$ cat config.mk
export PLATFORM = sky130hd
export DESIGN_NAME = ascon_host_ctrl_flat
export DESIGN_NICKNAME = d
export VERILOG_FILES = /design/src/rtl/ascon_host_ctrl_pkg.sv /design/src/rtl/ascon_host_ctrl_if.sv /design/src/rtl/ascon_host_ctrl_buffer.sv /design/src/rtl/ascon_host_ctrl.sv /design/src/flat_wrapper.sv
export SDC_FILE = /design/constraint.sdc
export NUM_CORES = 1
export LEC_CHECK = 0
export ABC_AREA = 1
export CAP_MARGIN = 20
export CORE_AREA = 4 4 432 434
export CTS_BUF_LIST = sky130_fd_sc_hd__clkbuf_8
export DETAILED_ROUTE_END_ITERATION = 16
export DIE_AREA = 0 0 436 438
export PLACE_DENSITY = 0.51
export SYNTH_ARGS = -nofsm -noshare
export SYNTH_HDL_FRONTEND = slang
export SYNTH_SLANG_ARGS = --single-unit
$ cat constraint.sdc
create_clock -name clock_i -period 5.6 [get_ports clock_i]
set_input_delay 0.84 -clock clock_i [delete_from_list [all_inputs] [get_ports clock_i]]
set_output_delay 0.84 -clock clock_i [all_outputs]
set_load 0.02 [all_outputs]
$ cat src/rtl/ascon_host_ctrl_pkg.sv
// Shared types and constants for the ASCON host-side sequencer.
package ascon_pack;

    localparam int unsigned HOST_NB_BLOCKS      = 4;
    localparam int unsigned HOST_INIT_WAIT      = 18;
    localparam int unsigned HOST_BLOCK_WAIT     = 10;
    localparam int unsigned HOST_TIMEOUT_CYCLES = 64;

    typedef enum logic [2:0] {
        HOST_IDLE,
        HOST_START,
        HOST_AD,
        HOST_AD_WAIT,
        HOST_PT,
        HOST_PT_WAIT,
        HOST_END_WAIT
    } host_state_t;

    // Four 64-bit plaintext words, index 0 is sent first.
    typedef logic [3:0][63:0] pt_buf_t;

endpackage

$ cat src/rtl/ascon_host_ctrl_if.sv
// Engine-side bundle between the host sequencer (master) and the ASCON core (slave).
interface ascon_host_ctrl_if;

    logic [127:0] eng_key_o;
    logic [127:0] eng_nonce_o;
    logic [63:0]  eng_data_o;
    logic         eng_start_o;
    logic         eng_data_valid_o;
    logic [63:0]  eng_cipher_i;
    logic         eng_cipher_valid_i;
    logic         eng_end_i;
    logic [127:0] eng_tag_i;

    modport master (
        output eng_key_o, eng_nonce_o, eng_data_o, eng_start_o, eng_data_valid_o,
        input  eng_cipher_i, eng_cipher_valid_i, eng_end_i, eng_tag_i
    );

    modport slave (
        input  eng_key_o, eng_nonce_o, eng_data_o, eng_start_o, eng_data_valid_o,
        output eng_cipher_i, eng_cipher_valid_i, eng_end_i, eng_tag_i
    );

endinterface

$ cat src/rtl/ascon_host_ctrl_buffer.sv
// Plaintext register file: one write port, one combinational read port, async clear.
module ascon_host_buffer
    import ascon_pack::*;
(
    input  logic        clock_i,
    input  logic        resetb_i,
    input  logic        wr_en_i,
    input  logic [1:0]  wr_addr_i,
    input  logic [63:0] wr_data_i,
    input  logic [1:0]  rd_idx_i,
    output logic [63:0] rd_data_o
);

    pt_buf_t mem;

    // Word write, whole array cleared on reset.
    always_ff @(posedge clock_i or negedge resetb_i) begin
        if (!resetb_i) begin
            mem <= '0;
        end else if (wr_en_i) begin
            mem[wr_addr_i] <= wr_data_i;
        end
    end

    assign rd_data_o = mem[rd_idx_i];

endmodule

$ cat src/rtl/ascon_host_ctrl.sv
// Host sequencer for the ASCON-128 core: replays start / AD / plaintext with fixed
// spacing, collects ciphertext words and the tag.
// Optional watchdog: define ASCON_HOST_TIMEOUT_EN.
module ascon_host_ctrl
    import ascon_pack::*;
#(
    parameter int unsigned NB_BLOCKS      = HOST_NB_BLOCKS,
    parameter int unsigned INIT_WAIT      = HOST_INIT_WAIT,
    parameter int unsigned BLOCK_WAIT     = HOST_BLOCK_WAIT,
    parameter int unsigned TIMEOUT_CYCLES = HOST_TIMEOUT_CYCLES
) (
    input  logic          clock_i,
    input  logic          resetb_i,
    input  logic [127:0]  key_i,
    input  logic [127:0]  nonce_i,
    input  logic [63:0]   ad_i,
    input  logic          wr_en_i,
    input  logic [1:0]    wr_addr_i,
    input  logic [63:0]   wr_data_i,
    input  logic          go_i,
    output logic          busy_o,
    output logic          done_o,
    output logic          error_o,
    output logic          ct_valid_o,
    output logic [1:0]    ct_idx_o,
    output logic [63:0]   ct_data_o,
    output logic [127:0]  tag_o,
    ascon_host_ctrl_if.master eng
);

    host_state_t  state;
    logic [7:0]   wait_cnt;
    logic [1:0]   blk_cnt;
    logic         got_ct;
    logic [127:0] key_q;
    logic [127:0] nonce_q;
    logic [63:0]  ad_q;
    logic [63:0]  data_q;
    logic         start_q;
    logic         dv_q;
    logic         busy_q;
    logic         done_q;
    logic         err_q;
    logic         ct_valid_q;
    logic [1:0]   ct_idx_q;
    logic [63:0]  ct_data_q;
    logic [127:0] tag_q;

    logic         buf_wr_en;
    logic [1:0]   rd_idx;
    logic [63:0]  rd_data;
    logic         cap;
    logic         waited;
    logic         last_blk;

`ifdef ASCON_HOST_TIMEOUT_EN
    logic [7:0]   tmo_cnt;
    logic         tmo_hit;
    assign tmo_hit = (tmo_cnt == 8'(TIMEOUT_CYCLES - 1));
`else
    logic [31:0]  unused_tmo;
    assign unused_tmo = TIMEOUT_CYCLES;
`endif

    // Buffer writes are honoured only while idle.
    assign buf_wr_en = wr_en_i && (state == HOST_IDLE);

    // Read one word ahead in PT_WAIT so the next PT pulse carries buf[blk_cnt+1]
    // on the same edge that blk_cnt advances.
    always_comb begin
        rd_idx = blk_cnt;
        if (state == HOST_PT_WAIT) begin
            rd_idx = blk_cnt + 2'd1;
        end
    end

    // Capture / spacing qualifiers for PT_WAIT.
    always_comb begin
        cap      = eng.eng_cipher_valid_i && !got_ct;
        waited   = (wait_cnt >= 8'(BLOCK_WAIT - 1));
        last_blk = (blk_cnt == 2'(NB_BLOCKS - 1));
    end

    ascon_host_buffer u_buf (
        .clock_i   (clock_i),
        .resetb_i  (resetb_i),
        .wr_en_i   (buf_wr_en),
        .wr_addr_i (wr_addr_i),
        .wr_data_i (wr_data_i),
        .rd_idx_i  (rd_idx),
        .rd_data_o (rd_data)
    );

    // Sequencer FSM with registered outputs.
    always_ff @(posedge clock_i or negedge resetb_i) begin
        if (!resetb_i) begin
            state      <= HOST_IDLE;
            wait_cnt   <= '0;
            blk_cnt    <= '0;
            got_ct     <= 1'b0;
            key_q      <= '0;
            nonce_q    <= '0;
            ad_q       <= '0;
            data_q     <= '0;
            start_q    <= 1'b0;
            dv_q       <= 1'b0;
            busy_q     <= 1'b0;
            done_q     <= 1'b0;
            err_q      <= 1'b0;
            ct_valid_q <= 1'b0;
            ct_idx_q   <= '0;
            ct_data_q  <= '0;
            tag_q      <= '0;
`ifdef ASCON_HOST_TIMEOUT_EN
            tmo_cnt    <= '0;
`endif
        end else begin
            done_q     <= 1'b0;
            ct_valid_q <= 1'b0;
            case (state)
                HOST_IDLE: begin
                    if (go_i) begin
                        key_q    <= key_i;
                        nonce_q  <= nonce_i;
                        ad_q     <= ad_i;
                        blk_cnt  <= '0;
                        tag_q    <= '0;
                        err_q    <= 1'b0;
                        busy_q   <= 1'b1;
                        start_q  <= 1'b1;
                        wait_cnt <= '0;
                        state    <= HOST_START;
                    end
                end
                HOST_START: begin
                    if (wait_cnt == 8'(INIT_WAIT - 1)) begin
                        start_q <= 1'b0;
                        dv_q    <= 1'b1;
                        data_q  <= ad_q;
                        state   <= HOST_AD;
                    end else begin
                        wait_cnt <= wait_cnt + 8'd1;
                    end
                end
                HOST_AD: begin
                    dv_q     <= 1'b0;
                    wait_cnt <= '0;
                    state    <= HOST_AD_WAIT;
                end
                HOST_AD_WAIT: begin
                    if (wait_cnt == 8'(BLOCK_WAIT - 1)) begin
                        dv_q   <= 1'b1;
                        data_q <= rd_data;
                        state  <= HOST_PT;
                    end else begin
                        wait_cnt <= wait_cnt + 8'd1;
                    end
                end
                HOST_PT: begin
                    dv_q     <= 1'b0;
                    wait_cnt <= '0;
                    got_ct   <= 1'b0;
`ifdef ASCON_HOST_TIMEOUT_EN
                    tmo_cnt  <= '0;
`endif
                    state    <= HOST_PT_WAIT;
                end
                HOST_PT_WAIT: begin
                    if (cap) begin
                        ct_valid_q <= 1'b1;
                        ct_idx_q   <= blk_cnt;
                        ct_data_q  <= eng.eng_cipher_i;
                        got_ct     <= 1'b1;
                    end
                    if (!waited) begin
                        wait_cnt <= wait_cnt + 8'd1;
                    end
                    if ((got_ct || cap) && waited) begin
                        if (last_blk) begin
`ifdef ASCON_HOST_TIMEOUT_EN
                            tmo_cnt <= '0;
`endif
                            state   <= HOST_END_WAIT;
                        end else begin
                            blk_cnt <= blk_cnt + 2'd1;
                            dv_q    <= 1'b1;
                            data_q  <= rd_data;
                            state   <= HOST_PT;
                        end
                    end
`ifdef ASCON_HOST_TIMEOUT_EN
                    else if (!(got_ct || cap)) begin
                        if (tmo_hit) begin
                            err_q  <= 1'b1;
                            busy_q <= 1'b0;
                            state  <= HOST_IDLE;
                        end else begin
                            tmo_cnt <= tmo_cnt + 8'd1;
                        end
                    end
`endif
                end
                HOST_END_WAIT: begin
                    if (eng.eng_end_i) begin
                        tag_q  <= eng.eng_tag_i;
                        done_q <= 1'b1;
                        busy_q <= 1'b0;
                        state  <= HOST_IDLE;
                    end
`ifdef ASCON_HOST_TIMEOUT_EN
                    else if (tmo_hit) begin
                        err_q  <= 1'b1;
                        busy_q <= 1'b0;
                        state  <= HOST_IDLE;
                    end else begin
                        tmo_cnt <= tmo_cnt + 8'd1;
                    end
`endif
                end
                default: state <= HOST_IDLE;
            endcase
        end
    end

    assign busy_o               = busy_q;
    assign done_o               = done_q;
    assign error_o              = err_q;
    assign ct_valid_o           = ct_valid_q;
    assign ct_idx_o             = ct_idx_q;
    assign ct_data_o            = ct_data_q;
    assign tag_o                = tag_q;
    assign eng.eng_key_o        = key_q;
    assign eng.eng_nonce_o      = nonce_q;
    assign eng.eng_data_o       = data_q;
    assign eng.eng_start_o      = start_q;
    assign eng.eng_data_valid_o = dv_q;

endmodule

$ cat src/flat_wrapper.sv
// flat-port wrapper written by rule: the top's interface ports become plain ports
module ascon_host_ctrl_flat import ascon_pack::*;
#(
    parameter int unsigned NB_BLOCKS      = HOST_NB_BLOCKS,
    parameter int unsigned INIT_WAIT      = HOST_INIT_WAIT,
    parameter int unsigned BLOCK_WAIT     = HOST_BLOCK_WAIT,
    parameter int unsigned TIMEOUT_CYCLES = HOST_TIMEOUT_CYCLES
)
  (clock_i, resetb_i, key_i, nonce_i, ad_i, wr_en_i, wr_addr_i, wr_data_i, go_i, busy_o, done_o, error_o, ct_valid_o, ct_idx_o, ct_data_o, tag_o, eng_eng_key_o, eng_eng_nonce_o, eng_eng_data_o, eng_eng_start_o, eng_eng_data_valid_o, eng_eng_cipher_i, eng_eng_cipher_valid_i, eng_eng_end_i, eng_eng_tag_i);
  ascon_host_ctrl_if eng_i ();
  input  logic clock_i;
  input  logic resetb_i;
  input  logic [127:0] key_i;
  input  logic [127:0] nonce_i;
  input  logic [63:0] ad_i;
  input  logic wr_en_i;
  input  logic [1:0] wr_addr_i;
  input  logic [63:0] wr_data_i;
  input  logic go_i;
  output logic busy_o;
  output logic done_o;
  output logic error_o;
  output logic ct_valid_o;
  output logic [1:0] ct_idx_o;
  output logic [63:0] ct_data_o;
  output logic [127:0] tag_o;
  output wire logic [$bits(eng_i.eng_key_o)-1:0] eng_eng_key_o;
  output wire logic [$bits(eng_i.eng_nonce_o)-1:0] eng_eng_nonce_o;
  output wire logic [$bits(eng_i.eng_data_o)-1:0] eng_eng_data_o;
  output wire logic [$bits(eng_i.eng_start_o)-1:0] eng_eng_start_o;
  output wire logic [$bits(eng_i.eng_data_valid_o)-1:0] eng_eng_data_valid_o;
  input wire logic [$bits(eng_i.eng_cipher_i)-1:0] eng_eng_cipher_i;
  input wire logic [$bits(eng_i.eng_cipher_valid_i)-1:0] eng_eng_cipher_valid_i;
  input wire logic [$bits(eng_i.eng_end_i)-1:0] eng_eng_end_i;
  input wire logic [$bits(eng_i.eng_tag_i)-1:0] eng_eng_tag_i;
  assign eng_eng_key_o = eng_i.eng_key_o;
  assign eng_eng_nonce_o = eng_i.eng_nonce_o;
  assign eng_eng_data_o = eng_i.eng_data_o;
  assign eng_eng_start_o = eng_i.eng_start_o;
  assign eng_eng_data_valid_o = eng_i.eng_data_valid_o;
  assign eng_i.eng_cipher_i = eng_eng_cipher_i;
  assign eng_i.eng_cipher_valid_i = eng_eng_cipher_valid_i;
  assign eng_i.eng_end_i = eng_eng_end_i;
  assign eng_i.eng_tag_i = eng_eng_tag_i;
  ascon_host_ctrl #(.NB_BLOCKS(NB_BLOCKS), .INIT_WAIT(INIT_WAIT), .BLOCK_WAIT(BLOCK_WAIT), .TIMEOUT_CYCLES(TIMEOUT_CYCLES)) u_core (.clock_i(clock_i), .resetb_i(resetb_i), .key_i(key_i), .nonce_i(nonce_i), .ad_i(ad_i), .wr_en_i(wr_en_i), .wr_addr_i(wr_addr_i), .wr_data_i(wr_data_i), .go_i(go_i), .busy_o(busy_o), .done_o(done_o), .error_o(error_o), .ct_valid_o(ct_valid_o), .ct_idx_o(ct_idx_o), .ct_data_o(ct_data_o), .tag_o(tag_o), .eng(eng_i));
endmodule
==> flow_metrics.tcl <==
set metrics [dict create \
    outcome "finished clean" \
    initial_core_util_pct 19.78 \
    grt_antenna_before_repair 52 \
    power_frac_clock_pct 21.8 \
    rr_worst_depth 8 \
    clock_latency_ns 0.89 \
    finalSetupTns_ns 0 \
    crit_family "buffers and inverters" \
    fin_skew_ns 0.03085 \
    finalCriticalPeriod_ns 3.419 \
    whs_ns 0.4658 \
    die_area_sq_um 191000 \
    slowest_delay_ns 0.89 \
    antenna_left 0 \
    p_comb_share_pct 43.8 \
    hold_viol 0 \
    grt_overflow 0 \
    dp_hpwl_um 130500 \
    syn_area_sq_um 36140 \
    synth-edff-count 0 \
    first_pass_iters 5 \
    reg2reg_from "u_core.state[0]$_DFFE_PN0P_" \
    synthDistinctLibCells 27 \
    cts_root_buf "clkbuf_8" \
    area_growth_pct 46.11 \
    clockBufferDepth 3 \
    async_flop_share_pct 100.0 \
    grtUsageTotal_pct 17.99 \
    p_int_mw 17.16 \
    slew_viol_final 0 \
    crit_required_ns 6.42 \
    slowest_stage "buf_4" \
    yosys_warnings 0 \
    gp_congestion 0.9734 \
    final_common_cell "nand2_1" \
    finalCritPeriodShare_pct 61.05 \
    detail_route.drc_violations 0 \
    cts_max_level 4 \
    hold_start "u_core.ct_data_o[46]$_DFFE_PN0P_" \
    grt_pass1_vias 32440 \
    setup_violations 0 \
    postPlaceCellArea_sq_um 49400 \
    ys_seq_area_share_pct 59.06 \
    min_path_type "reg -> reg" \
    syn_nets 4920 \
    startpoint "u_core.state[0]$_DFFE_PN0P_" \
    tightest_slew_ns 1.162 \
    place_ws_ns 1.545 \
    tritoncts "built" \
    syn_avg_cell_area_sq_um 8.344 \
    slew_headroom_pct 22.52 \
    arrival_ns 4.24 \
    io_buffers 1102 \
    power.leakage_nw 25.76 \
    powerDensity_nw_per_um2 560.7 \
    drv_cap 0 \
    vias 33240 \
    cp_common_cell "buf_4" \
    synth-seq-cells 853 \
    drt-vias-per-instance 4.207 \
    clk_pin_slew_ns 0.06 \
    crit_cells 8 \
    switchingPower_mw 12.44 \
    nets 5962 \
    startpoint_type "register" \
    coreArea_sq_um 182700 \
    synth_top_flop_cell "dfrtp_1" \
    rrSetupSlack_ns 2.18 \
    fin_ws_ns 2.181 \
    die_h_um 438 \
    rsz0062_at_grt "no" \
    drt_iter0_drc 2663 \
    clock.fmax_ghz 0.2925 \
    cts_buffers 168 \
    grt_max_degree 176 \
    drive_above_1_share_pct 6.166 \
    cts.sink_count 853 \
    finalWirelength_um 178400 \
    fin_area_sq_um 52800 \
    p_seq_share_pct 34.4 \
    die_w_um 436 \
    path_buf_inv 4 \
    cp-end-kind "register" \
    path_cells "inv_1, nand2_2, nor2_4, inv_8, buf_4, buf_4, nand3_1, nand2_1" \
    grt_pass1_wl_um 249100 \
    p_sw_share_pct 42.02 \
    rows 157 \
    post_cts_buffers 0 \
    ioPinCount 1104 \
    peakVddDrop_mv 0.2532 \
    crit_type "reg -> reg" \
    final_cell_mix "nand2_1 (1921), clkdlybuf4s50_1 (1101), dfrtp_1 (853)" \
    syn_inst 4331 \
    holdPathStages 2 \
    critPathMaxFanout 78 \
    drt-wirelength-per-cell_um 22.57 \
]
-- kinds of logic after synthesis --
group / Yosys count / synth area share [%]
multiplexers: 32 / 0.9971
other: 1 / 0.01038
AND/OR/NAND/NOR: 2566 / 28.46
buffers and inverters: 523 / 6.398
AO/OA/AOI/OAI: 351 / 4.899
flip-flops: 853 / 59.06
adder cells (fa/ha/maj): 5 / 0.1731
-- metrics by stage --
stage | total power [mW] | utilization [%] | cells
final | 29.61 | 28.90 | 7903
after floorplan | 17.15 | - | 4331
after detailed placement | 23.45 | 27.04 | 7587
after global placement | 23.30 | 27.04 | 7587
after CTS | 30.17 | 28.88 | 7883
after global routing | 31.73 | 28.89 | 7896
-- timing repair --
item | in CTS | in global routing
hold buffers | 1 | 0
gates resized for setup | 0 | 0
hold endpoints to repair | 48 | 0
-- worst reg2reg max path, delay by kind of cell, from the launching register on --
family / cells / cell delay [ns]
simple gates: 4 / 0.68
flops: 1 / 0.55
buf+inv: 4 / 2.13
-- cells in the mapped netlist (3+ instances only) --
cell type  instances  share of area, %
nand2_1         1928                20
dfrtp_1          853                59
nand3_1          468               6.5
o21ai_0          242               3.4
inv_1            239               2.5
buf_2            156               2.2
nor2_1           150               1.6
a21oi_1          104               1.4
clkbuf_1          68              0.71
mux2_2            32               1.0
buf_4             29              0.60
buf_1             20              0.21
buf_6              6              0.19
ha_1               5              0.17
inv_2              5             0.052
nand4_1            5             0.087
nand3b_1           3             0.062
nor2_2             3             0.052
nor3_2             3             0.083
-- layout make-up --
cell class                 count  area [sq um]
tap                         2385          2984
sequential                   853         21350
timing repair buffer        1151         11570
antenna                       20         50.05
clock inverter                99         641.9
fill                       19510        129900
clock buffer                 196          2698
inverter                     244         924.6
multi-input combinational   2955         12590
-- worst paths after layout --
path	to
worst max-delay path	u_core.tag_o[23]$_DFFE_PN0P_
worst min-delay path	u_core.ct_data_o[46]$_DFFE_PN0P_
worst max register to register	u_core.tag_o[23]$_DFFE_PN0P_
worst min register to register	u_core.ct_data_o[46]$_DFFE_PN0P_
max in group asynchronous	u_core.eng.eng_nonce_o[63]$_DFFE_PN0P_
min in group asynchronous	u_core.ad_q[51]$_DFFE_PN0P_
-- power by group through the flow --
stage | combinational, mW | clock, mW | sequential [mW]
CTS | 13.3 | 6.73 | 10.2
global route | 14.3 | 6.98 | 10.5
global placement | 13.1 | 0 | 10.2
detailed placement | 13.2 | 0 | 10.2
finish | 13.0 | 6.44 | 10.2
floorplan | 5.48 | 0 | 11.7
-- flip-flops by register name, summed over array words and instances, names as in the netlist --
signal and count:
u_core.done_o 1, u_core.eng.eng_data_o 64, u_core.ad_q 64, u_core.state 3
u_core.ct_idx_o 2, u_core.eng.eng_data_valid_o 1, u_core.got_ct 1, u_core.ct_data_o 64
u_core.blk_cnt 2, u_core.tag_o 128, u_core.eng.eng_nonce_o 128, u_core.u_buf.mem 256
u_core.ct_valid_o 1, u_core.eng.eng_key_o 128, u_core.busy_o 1, u_core.eng.eng_start_o 1
u_core.wait_cnt 8
-- metal layers --
metal  global-route usage (%)  up-vias  share of wire [%]
li1                         -    15650                  -
met1                    22.15    16160                 41
met2                    30.08     1133                 49
met3                    5.171      287                7.3
met4                    6.221       12                3.3
met5                        0        -              0.045
Note: power is estimated with default switching activity, not from simulation.
